`src/rtl/noc_pkg.sv`:
```
`default_nettype none
// ============================================================================
//  Module      : noc_pkg
//  Description : Shared NoC constants, flit type and small helper functions
//                used by the router top, the injection queue and the bench.
//  Revision    : 1.0 - initial release
// ============================================================================
package noc_pkg;

    localparam int FLIT_W       = 32;
    localparam int INJ_DEPTH    = 8;
    localparam int STARVE_LIMIT = 15;

    typedef logic [FLIT_W-1:0] flit_t;

    // Next value of a saturating wait counter: cleared whenever the head is
    // not waiting, otherwise counts up and sticks at the limit.
    function automatic logic [7:0] starve_next(input logic [7:0] cnt,
                                               input logic       waiting,
                                               input logic [7:0] limit);
        logic [7:0] nxt;
        nxt = 8'd0;
        if (waiting) begin
            nxt = (cnt == limit) ? cnt : cnt + 8'd1;
        end
        return nxt;
    endfunction

endpackage : noc_pkg
`default_nettype wire

```
`src/rtl/flit_fifo_mem.sv`:
```
`default_nettype none
// ============================================================================
//  Module      : flit_fifo_mem
//  Description : DEPTH x FLIT_W register array, synchronous write port and
//                asynchronous read port. Contents are intentionally not reset.
//  Revision    : 1.0 - initial release
// ============================================================================
module flit_fifo_mem
    import noc_pkg::*;
#(
    parameter int FLIT_W = noc_pkg::FLIT_W,
    parameter int DEPTH  = noc_pkg::INJ_DEPTH
) (
    input  logic                     clk,
    input  logic                     wr_en,
    input  logic [$clog2(DEPTH)-1:0] wr_addr,
    input  logic [FLIT_W-1:0]        wr_data,
    input  logic [$clog2(DEPTH)-1:0] rd_addr,
    output logic [FLIT_W-1:0]        rd_data
);

    logic [FLIT_W-1:0] mem_q [DEPTH];

    // Write the offered flit into the addressed slot; storage needs no reset
    always_ff @(posedge clk) begin
        if (wr_en) begin
            mem_q[wr_addr] <= wr_data;
        end
    end

    // Asynchronous read so the head flit is visible straight from registers
    assign rd_data = mem_q[rd_addr];

endmodule : flit_fifo_mem
`default_nettype wire

```
`src/rtl/injection_queue.sv`:
```
`default_nettype none
// ============================================================================
//  Module      : injection_queue
//  Description : Per-node injection FIFO in front of the router injection
//                engine. Presents the head flit, pops on grant and flags
//                starvation when the head is denied for too long.
//  Revision    : 1.0 - initial release
// ============================================================================
module injection_queue
    import noc_pkg::*;
#(
    parameter int FLIT_W       = noc_pkg::FLIT_W,
    parameter int DEPTH        = noc_pkg::INJ_DEPTH,
    parameter int STARVE_LIMIT = noc_pkg::STARVE_LIMIT
) (
    input  logic                     clk,
    input  logic                     rst_n,
    input  logic [FLIT_W-1:0]        enq_flit,
    input  logic                     enq_valid,
    output logic                     enq_ready,
    output logic [FLIT_W-1:0]        inject_flit,
    output logic                     inj_bit,
    input  logic                     injection_status,
    output logic [$clog2(DEPTH):0]   occupancy,
    output logic                     starved
);

    localparam int                c_PTR_W = $clog2(DEPTH);
    localparam int                c_OCC_W = $clog2(DEPTH) + 1;
    localparam logic [c_OCC_W-1:0] c_FULL  = c_OCC_W'(DEPTH);
    localparam logic [7:0]        c_LIMIT = 8'(STARVE_LIMIT);

    logic [c_PTR_W-1:0] wr_ptr_q,  wr_ptr_d;
    logic [c_PTR_W-1:0] rd_ptr_q,  rd_ptr_d;
    logic [c_OCC_W-1:0] occ_q,     occ_d;
    logic [7:0]         starve_q,  starve_d;

    logic w_push;
    logic w_pop;
    logic w_not_empty;
    logic w_not_full;

    // Status flags come only from registered occupancy, so ready never
    // depends on this cycle's grant and no loop forms through the router.
    assign w_not_empty = (occ_q != '0);
    assign w_not_full  = (occ_q != c_FULL);
    assign w_push      = enq_valid && w_not_full;
    assign w_pop       = w_not_empty && injection_status;

    assign enq_ready = w_not_full;
    assign inj_bit   = w_not_empty;
    assign occupancy = occ_q;
    assign starved   = (starve_q == c_LIMIT);

    // Next-state for pointers, occupancy and the starvation counter
    always_comb begin
        wr_ptr_d = wr_ptr_q;
        rd_ptr_d = rd_ptr_q;
        occ_d    = occ_q;
        if (w_push) begin
            wr_ptr_d = wr_ptr_q + 1'b1;
        end
        if (w_pop) begin
            rd_ptr_d = rd_ptr_q + 1'b1;
        end
        if (w_push && !w_pop) begin
            occ_d = occ_q + 1'b1;
        end else if (w_pop && !w_push) begin
            occ_d = occ_q - 1'b1;
        end
        // Waiting means a valid head that the router did not take this cycle
        starve_d = starve_next(starve_q, w_not_empty && !injection_status, c_LIMIT);
    end

    // Control state register; memory contents are left untouched by reset
    always_ff @(posedge clk or negedge rst_n) begin
        if (!rst_n) begin
            wr_ptr_q <= '0;
            rd_ptr_q <= '0;
            occ_q    <= '0;
            starve_q <= 8'd0;
        end else begin
            wr_ptr_q <= wr_ptr_d;
            rd_ptr_q <= rd_ptr_d;
            occ_q    <= occ_d;
            starve_q <= starve_d;
        end
    end

    flit_fifo_mem #(
        .FLIT_W (FLIT_W),
        .DEPTH  (DEPTH)
    ) u_mem (
        .clk     (clk),
        .wr_en   (w_push),
        .wr_addr (wr_ptr_q),
        .wr_data (enq_flit),
        .rd_addr (rd_ptr_q),
        .rd_data (inject_flit)
    );

endmodule : injection_queue
`default_nettype wire

```
`config.mk`:
```
export PLATFORM = sky130hd
export DESIGN_NAME = injection_queue
export DESIGN_NICKNAME = d
export VERILOG_FILES = /design/src/rtl/noc_pkg.sv /design/src/rtl/flit_fifo_mem.sv /design/src/rtl/injection_queue.sv
export SDC_FILE = /design/constraint.sdc
export NUM_CORES = 1
export LEC_CHECK = 0
export BUFFER_PORTS_ARGS = -buffer_cell sky130_fd_sc_hd__buf_4
export CELL_PAD_IN_SITES_DETAIL_PLACEMENT = 0
export CELL_PAD_IN_SITES_GLOBAL_PLACEMENT = 1
export CORE_ASPECT_RATIO = 0.8
export CORE_MARGIN = 3
export CORE_UTILIZATION = 30
export CTS_CLUSTER_SIZE = 28
export DETAILED_ROUTE_END_ITERATION = 8
export PLACE_DENSITY = 0.61
export SYNTH_ARGS = -nofsm -noshare
export SYNTH_HDL_FRONTEND = slang
export SYNTH_HIERARCHICAL = 1
export SYNTH_SLANG_ARGS = --single-unit
export TNS_END_PERCENT = 10
```
`constraint.sdc`:
```
create_clock -name clk -period 4 [get_ports clk]
set_input_delay 0.8 -clock clk [delete_from_list [all_inputs] [get_ports clk]]
set_output_delay 0.8 -clock clk [all_outputs]
set_load 0.01 [all_outputs]
```
* Yosys cells after proc, flatten, opt, wreduce, memory -nomap -nowiden
Memory sizes are Yosys's and may differ from the RTL's.
Index checks and enable logic that the tools add are counted.
** Cells by class
- Add/subtract/negate cells :: 5
- Multiply operators :: 0
- Div/mod/pow operators :: 0
- Order comparisons :: 0
- Equal/unequal tests :: 3
- Shifts and indexed selects :: 0
- Mux-type cells :: 6
- Bitwise gates (word level) :: 0
- Reductions and logical operators :: 10
** Operator list (count)
- $mux 8 :: 2
- $add 8x1->8 const B :: 1
- $eq 8x4->1 const B :: 1
- $mux 4 :: 2
- $add 3x1->3 const B :: 2
- $logic_and 1x1->1 :: 5
- $add 4x1->4 const B :: 1
- $ne 4x4->1 const B :: 1
- $reduce_bool 4->1 :: 1
- $sub 4x1->4 const B :: 1
- $logic_not 1->1 :: 3
- $mux 1 :: 2
- $ne 2x2->1 const B :: 1
- $reduce_bool 2->1 :: 1
** Storage, ports and cells
- Flip-flop bits (word level) :: 18
- Bits in latches :: 0
- Bits in writable memories :: 256
- ROM bits :: 0
- Bits of input ports :: 36
- Output and inout bits :: 39
- Logic and storage cells :: 29
- Memories :: 1
** Memory list
- u_mem.mem_q :: words 8, bits a word 32, rd ports 1, clocked after memory_dff 0, wr ports 1, line flit_fifo_mem.sv:22 : logic [FLIT_W-1:0] mem_q [DEPTH];

* Depth between registers and ports, before layout
- Depth after elaboration :: 6
- Mapped depth :: 9
- Depth with buffers taken out :: 9

* By module
Netlist, hierarchy kept.
** Modules (own cells, without submodules)
- flit_fifo_mem :: times used 1, cells an instance 383, area each 9825.7 um2, seq. area each 7687.4 um2
- injection_queue :: times used 1, cells an instance 93, area each 991.0 um2, seq. area each 450.4 um2

* Worst setup path before layout
Ideal clock, no wire load.
- Kind :: input to register
- From :: input enq_valid
- To :: memory u_mem.mem_q[0][0] (enable)
- Library setup time :: 0.461 ns
- Arrival time :: 3.249 ns
- Data required time :: 3.539 ns
- Path slack :: 0.290 ns
- Cell stages on the path :: 4
- Path buffers :: 0
- Path through :: nand2_2 inv_1 nand2b_1 nor3_1
** Between the ends
- Longest elaborated chain between the ends :: 3
** RTL lines
- start: declaration :: line injection_queue.sv:19 : input logic enq_valid,
- $logic_and 1x1->1 :: line injection_queue.sv:47 : assign w_push = enq_valid && w_not_full;
- via w_push :: line injection_queue.sv:38 : logic w_push;
- $mux 1 :: line flit_fifo_mem.sv:26 : if (wr_en) begin
- $mux 1 (implied by the code) :: line flit_fifo_mem.sv:27 : mem_q[wr_addr] <= wr_data;
- end: declaration :: line flit_fifo_mem.sv:22
The timed path passes the listed nets, and every way through them passes these cells.

* Worst setup path in the final report
- From :: register rd_ptr_q[2]
- To :: output inject_flit[28]
** Between the ends
- Longest elaborated chain between the ends :: 1
** RTL lines
- start: declaration :: line injection_queue.sv:34 : logic [c_PTR_W-1:0] rd_ptr_q, rd_ptr_d;
- start signal: assignment :: line injection_queue.sv:84 : rd_ptr_q <= rd_ptr_d;
- $mem_v2 8x32
- end: declaration :: line injection_queue.sv:21 : output logic [FLIT_W-1:0] inject_flit,
Every way passes these cells.

==> results.toml <==
[status]
outcome = "completed"

[global_routing]
grt.total_usage_pct = 11.9
antenna_found_initial = 0
grt_pass1_wl_um = 34100
grt_pass1_vias = 5483
grt_max_degree = 66
grt.overflow.total = 0

[clock_network]
h-tree-depth = 1
clock_path_buffers = 3
postCtsSetupBuffers = 0
clk_pin_slew_ns = 0.06
worstSkewPairLatency_ns = 0.54
cts_root_buf = "clkbuf_16"
postCtsHoldBufs = 0
cts_buffers = 29
cts-resized-gates = 0
cts_tree = "yes"
clock_sinks = 274

[floorplanning]
dieArea_um2 = 38400
rows = 61
dieHeight_um = 176
io_pins = 75
die_x_um = 218
design.core.area_um2 = 35200
initial_core_util_pct = 30.7

[detailed_routing]
dr_wl_met3_um = 1080
routed-wl-met2_um = 11700
detail_route.wl_per_cell_um = 21.3
routed.top_layer = "met4"
via_per_inst = 4.78
wl_met1_um = 9690
dr.first_iter.drc_count = 277
first_pass_iters = 4
drc = 0
ant_nets = 0
vias = 5115
wirelength_um = 22800

[power_and_ir_drop]
ir_worst_vdd_mv = 0.384
p_per_area_nw_per_um2 = 719
leakage_uw = 0.00435

[final_layout]
areaGrowthSynthToFinish_pct = 19.9
diodes = 0
mostFrequentLayoutCell = "edfxtp_1"
final_cell_mix = "edfxtp_1 (256), buf_4 (91), mux4_1 (40)"
drive_above_1_share_pct = 34.2
layout.nets = 623

[logic_synthesis]
synth.lib_cells_used.distinct = 38
syn-cell-area_um2 = 10800
ys_warn_count = 6
ys_seq_area_share_pct = 75.2
avgSynthCellArea_um2 = 22.7
syn_inst = 476
syn_nets = 519
synth_seq_cells = 274

[setup_path]
path_class = "reg -> out"
r2r-end = "occupancy[3]$_DFFE_PN0P_"
endpoint_kind = "primary output"
cp_max_fo = 65
crit_required_ns = 3.20
cp.arrival_ns = 2.55
slowest_stage = "dfrtp_4"
r2r_setup_slack_ns = 1.18
rr_worst_depth = 9
crit_chain = "mux4_1 -> mux2_2 -> buf_4"
max_stage_delay_ns = 1.07
cp-start-kind = "register"
timing.rr.start = "occupancy[0]$_DFFE_PN0P_"

[sta]
setup_tns_ns = 0
finalSetupViolations = 0
finalWorstSetupSlack_ns = 0.654
rsz0062_at_grt = "no"
period_needed_ns = 3.35
fin_crit_sh_pct = 83.7
slew_viol_final = 0
slew_headroom_pct = 34.5
fmax_mhz = 299
hold_viol = 0
worst_pin_slew_ns = 0.983
skew_ns = 0.0140

[worst_hold_path]
hold_path_class = "in -> async"

[place]
hpwl_um = 13400
gp_congestion = 0.667
dp_slack_ns = 1.19
numPortBuffers = 74

[flow_run]
cap_violations = 0
## metrics by stage
step	hold slack [ns]	total power, µW	std cells	cell area, µm²	utilization (%)
6_report	0.134	9320	1071	13000	36.8
5_1_grt	0.117	9800	1071	13000	36.8
4_1_cts	0.111	9500	1071	13000	36.8
3_5_place_dp	0.480	6880	1021	12100	34.3
3_3_place_gp	0.473	6790	1021	12100	34.3
2_1_floorplan	0.444	5670	476	10800	-
## how the worst max path moves through the flow
stage | depth (start not counted) | slack (ns) | start | end
after floorplan | 4 | 0.29 | enq_valid | u_mem/mem_q[0][0]$_DFFE_PP_
after global placement | 3 | 1.22 | rd_ptr_q[2]$_DFFE_PN0P_ | inject_flit[31]
after detailed placement | 9 | 1.19 | occupancy[0]$_DFFE_PN0P_ | occupancy[3]$_DFFE_PN0P_
after CTS | 3 | 0.59 | rd_ptr_q[2]$_DFFE_PN0P_ | inject_flit[28]
after global routing | 4 | 0.52 | rd_ptr_q[0]$_DFFE_PN0P_ | inject_flit[2]
final | 3 | 0.65 | rd_ptr_q[2]$_DFFE_PN0P_ | inject_flit[28]
## Yosys cell counts
cell type / instances / area, µm²
a2111o_1: 1 / 11.3
a21boi_0: 1 / 7.51
a21oi_1: 8 / 40.0
a31oi_1: 1 / 6.26
and3_1: 1 / 6.26
buf_1: 4 / 15.0
buf_2: 6 / 30.0
buf_4: 1 / 7.51
buf_6: 7 / 78.8
clkbuf_1: 2 / 7.51
dfrtp_1: 18 / 450
edfxtp_1: 256 / 7690
fa_1: 1 / 20.0
ha_1: 6 / 75.1
inv_1: 3 / 11.3
mux2_1: 1 / 11.3
mux2_2: 33 / 372
mux2_4: 1 / 15.0
mux2i_1: 1 / 10.0
mux4_1: 40 / 1050
mux4_2: 24 / 541
nand2_1: 6 / 22.5
nand2_2: 1 / 6.26
nand2_4: 1 / 11.3
nand2b_1: 4 / 25.0
nand3_1: 7 / 35.0
nand3b_1: 1 / 7.51
nand4_1: 1 / 6.26
nor2_1: 8 / 30.0
nor3_1: 8 / 40.0
nor4_2: 1 / 12.5
o211ai_1: 2 / 15.0
o21ai_0: 5 / 25.0
or3_1: 4 / 25.0
or4_1: 2 / 15.0
or4_4: 1 / 11.3
or4b_4: 1 / 13.8
xnor2_1: 7 / 61.3
## flip-flops by register name, summed over array words and instances, names as in the netlist
signal / count
rd_ptr_q: 3
u_mem/mem_q: 256
starve_q: 8
occupancy: 4
wr_ptr_q: 3
## power by group
part | total, µW | switching, µW | leakage, µW | internal (µW)
Sequential | 3990 | 377 | 0.00255 | 3610
Clock | 2580 | 1060 | 0.000435 | 1520
Combinational | 2740 | 1260 | 0.00137 | 1480
Total | 9320 | 2700 | 0.00435 | 6620
## area by class of cell
class | count | area (µm²)
clock buffers | 35 | 748
well taps | 472 | 591
flip-flops and latches | 274 | 8150
inverters | 3 | 11.3
multi-input cells | 179 | 2580
clock inverters | 15 | 161
fillers | 3218 | 22200
repair buffers | 93 | 723
## worst max-delay path, delay by kind of cell (launching register included)
family / cells / cell delay [ns]
multiplexers: 2 / 0.74
buffers and inverters: 1 / 0.15
flip-flops: 1 / 1.07
## logic make-up (layout without fill, tap and decap cells)
group / Yosys count / after routing / synth area share, %
adder cells (fa/ha/maj): 7 / 7 / 0.879
XOR/XNOR: 7 / 7 / 0.567
AO/OA/AOI/OAI: 18 / 18 / 0.972
multiplexers: 100 / 100 / 18.5
AND/OR/NAND/NOR: 47 / 47 / 2.48
flip-flops: 274 / 274 / 75.2
buffers and inverters: 23 / 146 / 1.39
## metal layers
layer,GRT usage [%],up-vias
met1,15.2,2714
li1,-,2243
met3,2.65,36
met4,2.50,0
met5,0,-
met2,20.7,122
No activity file was read; power rests on OpenSTA's default activity.
